File: src/rtl/calc_mac_method_if.sv
// ============================================================================
//  Module      : calc_mac_method_if
//  Description : Method-call bus for calc_mac_method. The caller drives the
//                three arguments and a level request, and receives the busy
//                flag and the 32-bit return value.
//  Revision    : 1.0  initial release
// ============================================================================
`default_nettype none

interface calc_mac_method_if;
  logic [31:0] calc_c1;
  logic [31:0] calc_c2;
  logic [31:0] calc_c3;
  logic        calc_req;
  logic        calc_busy;
  logic [31:0] calc_return;

  // Caller side
  modport master (
    output calc_c1,
    output calc_c2,
    output calc_c3,
    output calc_req,
    input  calc_busy,
    input  calc_return
  );

  // Callee side (the MAC engine)
  modport slave (
    input  calc_c1,
    input  calc_c2,
    input  calc_c3,
    input  calc_req,
    output calc_busy,
    output calc_return
  );
endinterface

`default_nettype wire

File: src/rtl/calc_mac_method.sv
// ============================================================================
//  Module      : calc_mac_method
//  Description : Sequential multiply-accumulate method:
//                  calc_return = (calc_c1 * calc_c2 + calc_c3) mod 2^32
//                computed with a shift-and-add multiplier (one multiplier bit
//                per cycle) followed by a single add cycle. A call starts on
//                a rising edge of calc_req while idle.
//  Options     : CALC_EARLY_TERM_EN - leave the multiply loop as soon as the
//                remaining multiplier bits are all zero (result unchanged,
//                latency becomes data dependent).
//  Revision    : 1.0  initial release
// ============================================================================
`default_nettype none

module calc_mac_method (
  input  wire               clk,
  input  wire               reset,    // asynchronous, active low
  calc_mac_method_if.slave  calc
);

  typedef enum logic [1:0] {
    IDLE = 2'd0,
    MUL  = 2'd1,
    ADD  = 2'd2
  } state_t;

  state_t      state;
  state_t      state_next;

  logic        req_prev;
  logic        start;
  logic        mul_last;
  logic        busy_q;
  logic [31:0] return_q;

  logic [31:0] acc;
  logic [31:0] mcand;
  logic [31:0] mplier;
  logic [31:0] addend;
  logic [4:0]  count;

  // A call only begins on a fresh 0->1 request edge seen while idle, so a
  // request held high, or toggled during a call, never queues a second call.
  assign start = calc.calc_req & ~req_prev & (state == IDLE);

  // Decide whether the current MUL cycle is the last one.
`ifdef CALC_EARLY_TERM_EN
  logic [31:0] mplier_shifted;
  assign mplier_shifted = mplier >> 1;
  // Stop once no multiplier bits remain after this cycle's shift; the
  // 32-cycle cap still applies (only reachable when bit 31 of c2 is set).
  assign mul_last = (count == 5'd31) || (mplier_shifted == 32'd0);
`else
  assign mul_last = (count == 5'd31);
`endif

  // Next-state logic for the IDLE -> MUL -> ADD -> IDLE sequence.
  always_comb begin
    state_next = state;
    unique case (state)
      IDLE:    if (start)    state_next = MUL;
      MUL:     if (mul_last) state_next = ADD;
      ADD:                   state_next = IDLE;
      default:               state_next = IDLE;
    endcase
  end

  // State register; busy is registered alongside so it tracks the state.
  always_ff @(posedge clk or negedge reset) begin
    if (!reset) begin
      state  <= IDLE;
      busy_q <= 1'b0;
    end else begin
      state  <= state_next;
      busy_q <= (state_next != IDLE);
    end
  end

  // Request edge detector.
  always_ff @(posedge clk or negedge reset) begin
    if (!reset) begin
      req_prev <= 1'b0;
    end else begin
      req_prev <= calc.calc_req;
    end
  end

  // Shift-and-add datapath: arguments are captured at start so later input
  // changes cannot disturb a running call.
  always_ff @(posedge clk or negedge reset) begin
    if (!reset) begin
      acc    <= 32'd0;
      mcand  <= 32'd0;
      mplier <= 32'd0;
      addend <= 32'd0;
      count  <= 5'd0;
    end else begin
      unique case (state)
        IDLE: begin
          if (start) begin
            mcand  <= calc.calc_c1;
            mplier <= calc.calc_c2;
            addend <= calc.calc_c3;
            acc    <= 32'd0;
            count  <= 5'd0;
          end
        end
        MUL: begin
          if (mplier[0]) begin
            acc <= acc + mcand;
          end
          mcand  <= mcand << 1;
          mplier <= mplier >> 1;
          count  <= count + 5'd1;
        end
        default: begin
        end
      endcase
    end
  end

  // Return register: only the ADD cycle updates it, so the previous result
  // stays visible for the whole of the next call and a reset mid-call shows
  // no partial product.
  always_ff @(posedge clk or negedge reset) begin
    if (!reset) begin
      return_q <= 32'd0;
    end else if (state == ADD) begin
      return_q <= acc + addend;
    end
  end

  assign calc.calc_busy   = busy_q;
  assign calc.calc_return = return_q;

endmodule

`default_nettype wire

File: src/flat_wrapper.sv
// flat-port wrapper written by rule: the top's interface ports become plain ports
module calc_mac_method_flat 
  (clk, reset, calc_calc_c1, calc_calc_c2, calc_calc_c3, calc_calc_req, calc_calc_busy, calc_calc_return);
  calc_mac_method_if calc_i ();
  input  wire clk;
  input  wire reset;
  input wire logic [$bits(calc_i.calc_c1)-1:0] calc_calc_c1;
  input wire logic [$bits(calc_i.calc_c2)-1:0] calc_calc_c2;
  input wire logic [$bits(calc_i.calc_c3)-1:0] calc_calc_c3;
  input wire logic [$bits(calc_i.calc_req)-1:0] calc_calc_req;
  output wire logic [$bits(calc_i.calc_busy)-1:0] calc_calc_busy;
  output wire logic [$bits(calc_i.calc_return)-1:0] calc_calc_return;
  assign calc_i.calc_c1 = calc_calc_c1;
  assign calc_i.calc_c2 = calc_calc_c2;
  assign calc_i.calc_c3 = calc_calc_c3;
  assign calc_i.calc_req = calc_calc_req;
  assign calc_calc_busy = calc_i.calc_busy;
  assign calc_calc_return = calc_i.calc_return;
  calc_mac_method u_core (.clk(clk), .reset(reset), .calc(calc_i));
endmodule
File: config.mk
export PLATFORM = sky130hd
export DESIGN_NAME = calc_mac_method_flat
export DESIGN_NICKNAME = d
export VERILOG_FILES = /design/src/rtl/calc_mac_method_if.sv /design/src/rtl/calc_mac_method.sv /design/src/flat_wrapper.sv
export SDC_FILE = /design/constraint.sdc
export NUM_CORES = 1
export LEC_CHECK = 0
export ABC_AREA = 1
export CAP_MARGIN = 20
export CORE_MARGIN = 2
export CORE_UTILIZATION = 50
export CTS_CLUSTER_DIAMETER = 120
export DETAILED_ROUTE_END_ITERATION = 10
export PLACE_DENSITY = 0.73
export SLEW_MARGIN = 20
export SYNTH_ARGS = -nofsm -noshare
export SYNTH_HDL_FRONTEND = slang
export SYNTH_SLANG_ARGS = --single-unit
File: constraint.sdc
create_clock -name clk -period 3.1 [get_ports clk]
set_input_delay 0.93 -clock clk [delete_from_list [all_inputs] [get_ports clk]]
set_output_delay 0.93 -clock clk [all_outputs]
set_load 0.005 [all_outputs]
-- Word level (Yosys, flattened, before mapping)
Index checks and enable logic that the tools add are counted.
- ROM bits: 0
- latch bits: 0
- bits of input ports: 99
- memories: 0
- register bits: 169
- word-level logic and storage cells: 38
- output and inout bits: 33
- memory bits (writable): 0
- reductions and logical operators: 6
- shift operators: 0
- order comparisons: 0
- $mul: 0
- mux-type cells: 12
- bitwise logic cells: 3
- divide/modulo/power cells: 0
- add/subtract/negate cells: 3
- equal/unequal tests: 5
- operators with widths (cell ; number):
    32-bit case mux with 2 select lines ; 3
    32-bit two-way mux ; 4
    32-bit adder ; 2
    5-bit case mux with 2 select lines ; 1
    5-bit by 1-bit adder with 5-bit output, second input constant ; 1
    5-bit equality test, second input constant ; 1
    5-bit two-way mux ; 1
    2-bit two-way mux ; 2
    2-bit by 1-bit inequality test with 1-bit output, second input constant ; 2
    2-bit case mux with 2 select lines ; 1
    2-bit AND reduction ; 2
    2-bit nonzero test ; 2
    3-bit AND reduction ; 1
    1-bit bitwise AND ; 2
    2-bit by 1-bit equality test with 1-bit output, second input constant ; 1
    2-bit equality test, second input constant ; 1
    2-bit zero test ; 1
    1-bit NOT ; 1

-- Longest topological paths before layout
Gate-level depths: netlist (run 1).
- depth after elaboration: 6
- depth in mapped cells: 13

-- Least setup slack after synthesis (run 1)
No wires, ideal clock.
- kind: register -> register
- from: register u_core.acc[0]
- to: register u_core.return_q[8] (netlist: u_core.calc.calc_return[8])
- path slack: 1.164 ns
- arrival time: 1.819 ns
- cell stages (with the launch flop): 10
- cells stage by stage: dfrtp_1 -> ha_1 -> fa_1 -> nand3_1 -> nand3_1 -> nand2_1 -> nand3_1 -> or2_2 -> nand3_1 -> nand2_1
- cells in the longest elaborated chain, start to end: 1
- ends and longest elaborated chain (element ; line ; source):
    from (decl) ; calc_mac_method.sv:36 ; logic [31:0] acc;
    from (signal assigned) ; calc_mac_method.sv:110 ; acc <= acc + mcand;
    32-bit adder ; calc_mac_method.sv:129 ; return_q <= acc + addend;
    to (signal assigned) ; calc_mac_method.sv:129 ;
    to (decl) ; calc_mac_method.sv:34 ; logic [31:0] return_q;
Every way passes these cells.
A chain may end at the register's enable or synchronous reset.

-- Final worst setup path (run 1)
- from: register u_core.return_q[15] (netlist: u_core.calc.calc_return[15])
- to: output port calc_calc_return[15]
- RTL lines (element ; line ; source):
    to (decl) ; flat_wrapper.sv:12 ; output wire logic [$bits(calc_i.calc_return)-1:0] calc_calc_return;
No word-level cell between the ends.

==> reports/qor.txt, run 1 <==
Status: finished clean
Bufs and invs on worst path: 1
Syn-to-layout area delta: 20.2%
Drt pass-1 iters: 5
I/O Pins: 132
Sequential area share after synthesis: 37.6%
Share of post-route cells with drive strength above 1: 4.60%
Final Cycle Share: 72.7%
Post-Layout Cell Count: 2105
Synth Cell Area: 11200 um2
Synth Warn #: 0
Net count, final: 1977
GRT Total Usage: 26.0%
Routed length per placed instance: 14.1 um
R2r setup slk: 870 ps
Worst Setup SP: u_core.calc.calc_return[15]
Met1 WL: 14200 um
Fin. max-slew vios: 0
RSZ-0062 raised after global routing: no
Crit Path Max Fanout: 2
Final Critical Period: 2250 ps
Dpl hpwl: 22600 um
Cell chosen for the clock root: clkbuf_16
Postcts setup bufs: 0
Worst r2r src: u_core.acc[0]
Port bufs: 131
WL met3: 1370 um
Htree depth: 4
Later-pin clock latency in the skew report: 450 ps
CP max-delay cell: clkdlybuf4s50_1
Clk sinks: 169
Count of final setup violators: 0
Slew HR: 44.8%
Final WL: 29600 um
DIE HEIGHT: 154 um
CP startpoint kind: flip-flop
Kind of critical path: flip-flop to primary output
Leak: 7.38 nW
Critical path's largest stage delay: 510 ps
TritonCTS clock tree: yes
Inserted Clock Buffers: 17
Initial core utilization: 51.2%
Final ANT Viol Nets: 0
Synthesized area per cell: 6.66 um2
Max Clk Rate: 0.444 GHz
Ordered cell list for the critical path: clkdlybuf4s50_1
DR top layer: met4
Hold slack: 449 ps
Worst-margin pin slew: 827 ps
WP data arrival: 1320 ps
# Max-Cap Violations: 0
Cells after Synth: 1687
Reg clk slew, reported paths: 80 ps
Routed length on met2: 13600 um
DRC viols: 0
Clock Skew: 17.9 ps
Number of vias per cell: 5.03
Critical Path End Type: primary output
Pwr per Cell Area: 1190 nW/um2
Vias in the first global route: 10226
Initial antenna violation count: 0
Placed cell count: 2073
CTS max path bufs: 2
Initial drt markers: 718
DIE AREA: 23700 um2
# rows: 54
Setup TNS: 0 ps
Dominant cells by area after synthesis: dfrtp_1 38%, nand2_1 22%, inv_1 8.3%
Core area: 22000 um2
GPL Wtd Cong: 0.909
Final Hold Viols: 0
Post-CTS Hold Buffers: 0
Yosys top cell by area: dfrtp_1
Synth Register Bits: 169
Overflow after GRT: 0
Required @ worst endpoint: 2170 ps
Critical path's top delay family: buffers and inverters
Largest net degree at the start of global routing: 63
Worst min path class: input pin to asynchronous set/reset pin
Post-Syn Nets: 1852
Worst-case vdd ir drop: 0.456 mV
Post_cts resized: 0
First-pass GRT wire length: 49700 um
Via count: 10596
Top cell type's share of synthesized area: 37.6%
Antenna Cells: 0
Die X: 154 um
Netlist cell types: 39
-- layout make-up --
class	count	area, um2
well taps	280	350
repair buffers	144	1450
inverters	253	950
clock buffers	17	425
clock inverters	15	226
fillers	2021	8450
multi-input cells	1227	5880
flip-flops and latches	169	4230
-- stage by stage --
stage,power (mW),cell area [um2],utilization [%],worst slack (ps)
finish,16.1,13500,61.5,848
global route,17.8,13500,61.5,712
floorplan,11.2,11200,-,1160
global placement,13.4,12900,58.6,474
CTS,16.1,13500,61.5,828
detailed placement,13.7,12900,58.6,418
-- kinds of logic (layout without fill, tap and decap cells) --
group / after synthesis / count (layout) / synth area share [%]
AND/OR/NAND/NOR: 989 / 989 / 35.3
buffers and inverters: 291 / 429 / 10.1
flip-flops: 169 / 169 / 37.6
AO/OA/AOI/OAI: 162 / 162 / 8.66
adder cells (fa/ha/maj): 66 / 66 / 7.48
XOR/XNOR: 10 / 10 / 0.779
-- synthesized netlist by cell type, drive strengths merged --
cell type  instances
a221oi             5
nand4              2
clkbuf            12
buf               26
or2               10
a21boi             1
o31ai              1
a32o               2
a21oi             58
o21ai             23
nand2            677
o211ai             2
o21bai             4
xor2               2
dfrtp            169
nor2             197
a22o               5
o22ai             58
a21o               3
inv              253
nand3b             8
fa                 2
and2               2
nor3               6
ha                64
xnor2              8
nand3             87
-- final timing paths --
kind / endpoint / depth (start not counted)
worst max-delay path: calc_calc_return[15] / 1
worst min-delay path: u_core.addend[1] / 1
worst max register to register: u_core.calc.calc_return[8] / 9
worst min register to register: u_core.calc.calc_return[0] / 2
max in group asynchronous: u_core.mplier[30] / 2
min in group clk: u_core.calc.calc_return[0] / 2
-- cell usage in the layout (no fill, tap or decap), drive strengths merged, types with 3 or more instances in the layout --
cell	netlist	layout
nand2	677	677
inv	253	260
nor2	197	197
dfrtp	169	169
clkdlybuf4s50	0	130
nand3	87	87
ha	64	64
o22ai	58	58
a21oi	58	58
o21ai	23	23
clkbuf	12	17
buf	26	14
or2	10	10
nand3b	8	8
xnor2	8	8
clkinv	0	8
nor3	6	6
a22o	5	5
a221oi	5	5
o21bai	4	4
a21o	3	3
-- flip-flops by register name (all words and copies together) (netlist names) --
| register | cells |
|---|---|
| u_core.acc | 32 |
| u_core.addend | 32 |
| u_core.calc.calc_busy | 1 |
| u_core.calc.calc_return | 32 |
| u_core.count | 5 |
| u_core.mcand | 32 |
| u_core.mplier | 32 |
| u_core.req_prev | 1 |
| u_core.state | 2 |
-- power breakdown --
part,total [mW],switching [mW],internal [mW]
sequential,4.00,0.860,3.14
clock,2.29,1.15,1.13
combinational,9.81,6.18,3.63
-- routing by layer --
metal	global-route usage, %	vias up
met4	6.54	0
met3	4.45	32
li1	-	5509
met2	42.3	243
met5	0	-
met1	36.2	4812
Note: power is estimated with default switching activity, not from simulation.
==> run 2, diff against run 1 <==
==> constraint.sdc (replaced) <==
create_clock -name clk -period 2.2 [get_ports clk]
set_input_delay 0.66 -clock clk [delete_from_list [all_inputs] [get_ports clk]]
set_output_delay 0.66 -clock clk [all_outputs]
set_load 0.005 [all_outputs]
==> reports/qor.txt, run 2 (same netlist as run 1, synthesis figures left out) <==
Worst r2r src: u_core.acc[0]
Antenna Cells: 0 (unchanged)
Footprint of the multi-input gates: 5910 um2 (+0.43%)
Critical path's largest stage delay: 420 ps (-90 ps)
Final Cycle Share: 93.2%
Drt pass-1 iters: 5 (unchanged)
Final Hold Viols: 0 (unchanged)
Routed length per placed instance: 14.1 um (+0.48%)
Bufs and invs on worst path: 0 (-1)
Via count: 10721 (+1.2%)
Final ANT Viol Nets: 0 (unchanged)
Clock share of power: 13.4% (-0.8 points)
Internal: 11.2 mW (+41%)
Post_cts resized: 0 (unchanged)
R2r setup slk: 150 ps (-720 ps)
Slew HR: 62.3% (+17 points)
Share of post-route cells with drive strength above 1: 5.30% (+0.69 points)
Fillers: 2037 (+0.79%)
Syn-to-layout area delta: 20.5%
Worst-margin pin slew: 566 ps (-261 ps)
FF-to-FF path depth: 9 (unchanged)
Worst Setup SP: u_core.acc[0]
Final Critical Period: 2050 ps
Leak: 7.42 nW (+0.45%)
TritonCTS clock tree: yes
Port bufs: 131 (unchanged)
Reg area: 4230 um2 (unchanged)
Count of final setup violators: 0 (unchanged)
GRT Total Usage: 25.9% (-0.11 points)
Htree depth: 4 (unchanged)
Fin. max-slew vios: 0 (unchanged)
I/O Pins: 132 (unchanged)
R2r endpoint: u_core.calc.calc_return[8]
DIE AREA: 23700 um2 (unchanged)
Critical path's top delay family: simple AND/OR/NAND/NOR gates
Critical Path End Type: flip-flop
GPL Wtd Cong: 0.948 (+4.2%)
DRC viols: 0 (unchanged)
CP Depth: 9 (+8)
Sw Share: 50.9% (about the same)
Most common cell after layout, fill and taps aside: nand2_1
Later-pin clock latency in the skew report: 440 ps (about the same)
DIE HEIGHT: 154 um (unchanged)
Ordered cell list for the critical path: ha_1 > fa_2 > nand3_1 > nand3_2 > nand2_1 > nand3_1 > or2_2 > nand3_1 > nand2_1
Place WS: 57.5 ps (-361 ps)
Status: finished clean
# rows: 54 (unchanged)
Switching Power: 11.6 mW (+41%)
Number of vias per cell: 5.08 (+0.89%)
Initial antenna violation count: 0 (unchanged)
CP max-delay cell: dfrtp_1
Largest net degree at the start of global routing: 60 (-4.8%)
CP startpoint kind: flip-flop
Net count, final: 1983 (+0.30%)
Crit Path Max Fanout: 4 (+2)
Sequential Power Share: 24.8% (about the same)
Final worst setup slack: 149 ps (-699 ps)
CP endpoint: u_core.calc.calc_return[8]
CP most frequent cell: nand3_1
Cell chosen for the clock root: clkbuf_16
WP data arrival: 2380 ps (+1060 ps)
Reg clk slew, reported paths: 80 ps (about the same)
Most frequent cells in the layout: 667 x nand2_1, 249 x inv_1, 188 x nor2_1, 169 x dfrtp_1, 130 x clkdlybuf4s50_1
Die X: 154 um (unchanged)
Initial core utilization: 51.2% (unchanged)
Combinational Power Share: 61.8% (+0.9 points)
Vias in the first global route: 10275 (+0.48%)
First-pass GRT wire length: 49600 um (-0.17%)
Pwr per Cell Area: 1680 nW/um2 (+41%)
Clk sinks: 169 (unchanged)
# Max-Cap Violations: 0 (unchanged)
Worst-case vdd ir drop: 0.747 mV (+64%)
Core area: 22000 um2 (unchanged)
CTS max path bufs: 2 (unchanged)
Initial drt markers: 677 (-5.7%)
Max Clk Rate: 0.488 GHz
Postcts setup bufs: 0 (unchanged)
Dpl hpwl: 23000 um (+1.9%)
Overflow after GRT: 0 (unchanged)
Clock Skew: 11.8 ps (-6.12 ps)
Total power: 22.7 mW (+41%)
Inserted Clock Buffers: 17 (unchanged)
Post-CTS Hold Buffers: 0 (unchanged)
Kind of critical path: flip-flop to flip-flop
Worst min path class: input pin to asynchronous set/reset pin
Final WL: 29900 um (+0.76%)
Required @ worst endpoint: 2530 ps (+360 ps)
-- run 2: per-layer routing --
layer / vias up / track usage [%] / part of all wire, %
met5: - / 0 / 0
met4: 0 / 6.76 / 1.7
met3: 35 / 3.35 / 4.7
met2: 266 / 43.0 / 46
met1: 4899 / 35.8 / 48
li1: 5521 / - / -
-- run 2: layout make-up --
cell class / count / area share (%)
multi-input cells: 1227 / 43.6
well taps: 280 / 2.59
flip-flops and latches: 169 / 31.2
clock inverters: 15 / 1.27
inverters: 253 / 7.01
repair buffers: 150 / 11.2
clock buffers: 17 / 3.14
-- run 2: worst min path at each step --
stage | startpoint | cells past startpoint | endpoint | slack, ps
3_3_place_gp | u_core.calc.calc_return[23] | 2 | u_core.calc.calc_return[23] | 460
3_5_place_dp | u_core.calc.calc_return[19] | 2 | u_core.calc.calc_return[19] | 470
6_report | reset | 1 | u_core.calc.calc_return[1] | 140
5_1_grt | reset | 1 | u_core.addend[3] | 180
4_1_cts | reset | 1 | u_core.addend[1] | 150
2_1_floorplan | reset | 0 | u_core.acc[0] | 360
-- run 2: through the flow --
stage	area, um2	hold WS (ps)	utilization, %	setup TNS, ps	std cells
2_1_floorplan	11200	364	-	0	1687
3_3_place_gp	12900	462	58.9	0	2079
3_5_place_dp	12900	466	58.9	0	2079
4_1_cts	13500	153	61.6	0	2111
5_1_grt	13500	176	61.7	-31.3	2111
6_report	13500	135	61.7	0	2111
-- run 2: worst register-to-register path, cell delays in order (launching register included) --
cell and delay, ps:
dfrtp_1 420, ha_1 250, fa_2 420, nand3_1 110, nand3_2 120, nand2_1 100
nand3_1 120, or2_2 300, nand3_1 70, nand2_1 50
-- run 2: power by group through the flow --
stage | Combinational (mW) | Clock [mW] | Sequential [mW]
finish | 14.0 | 3.05 | 5.65
detailed placement | 13.8 | 0 | 5.66
CTS | 13.9 | 3.09 | 5.61
global placement | 13.5 | 0 | 5.62
floorplan | 10.6 | 0 | 5.15
global route | 16.1 | 3.23 | 5.77
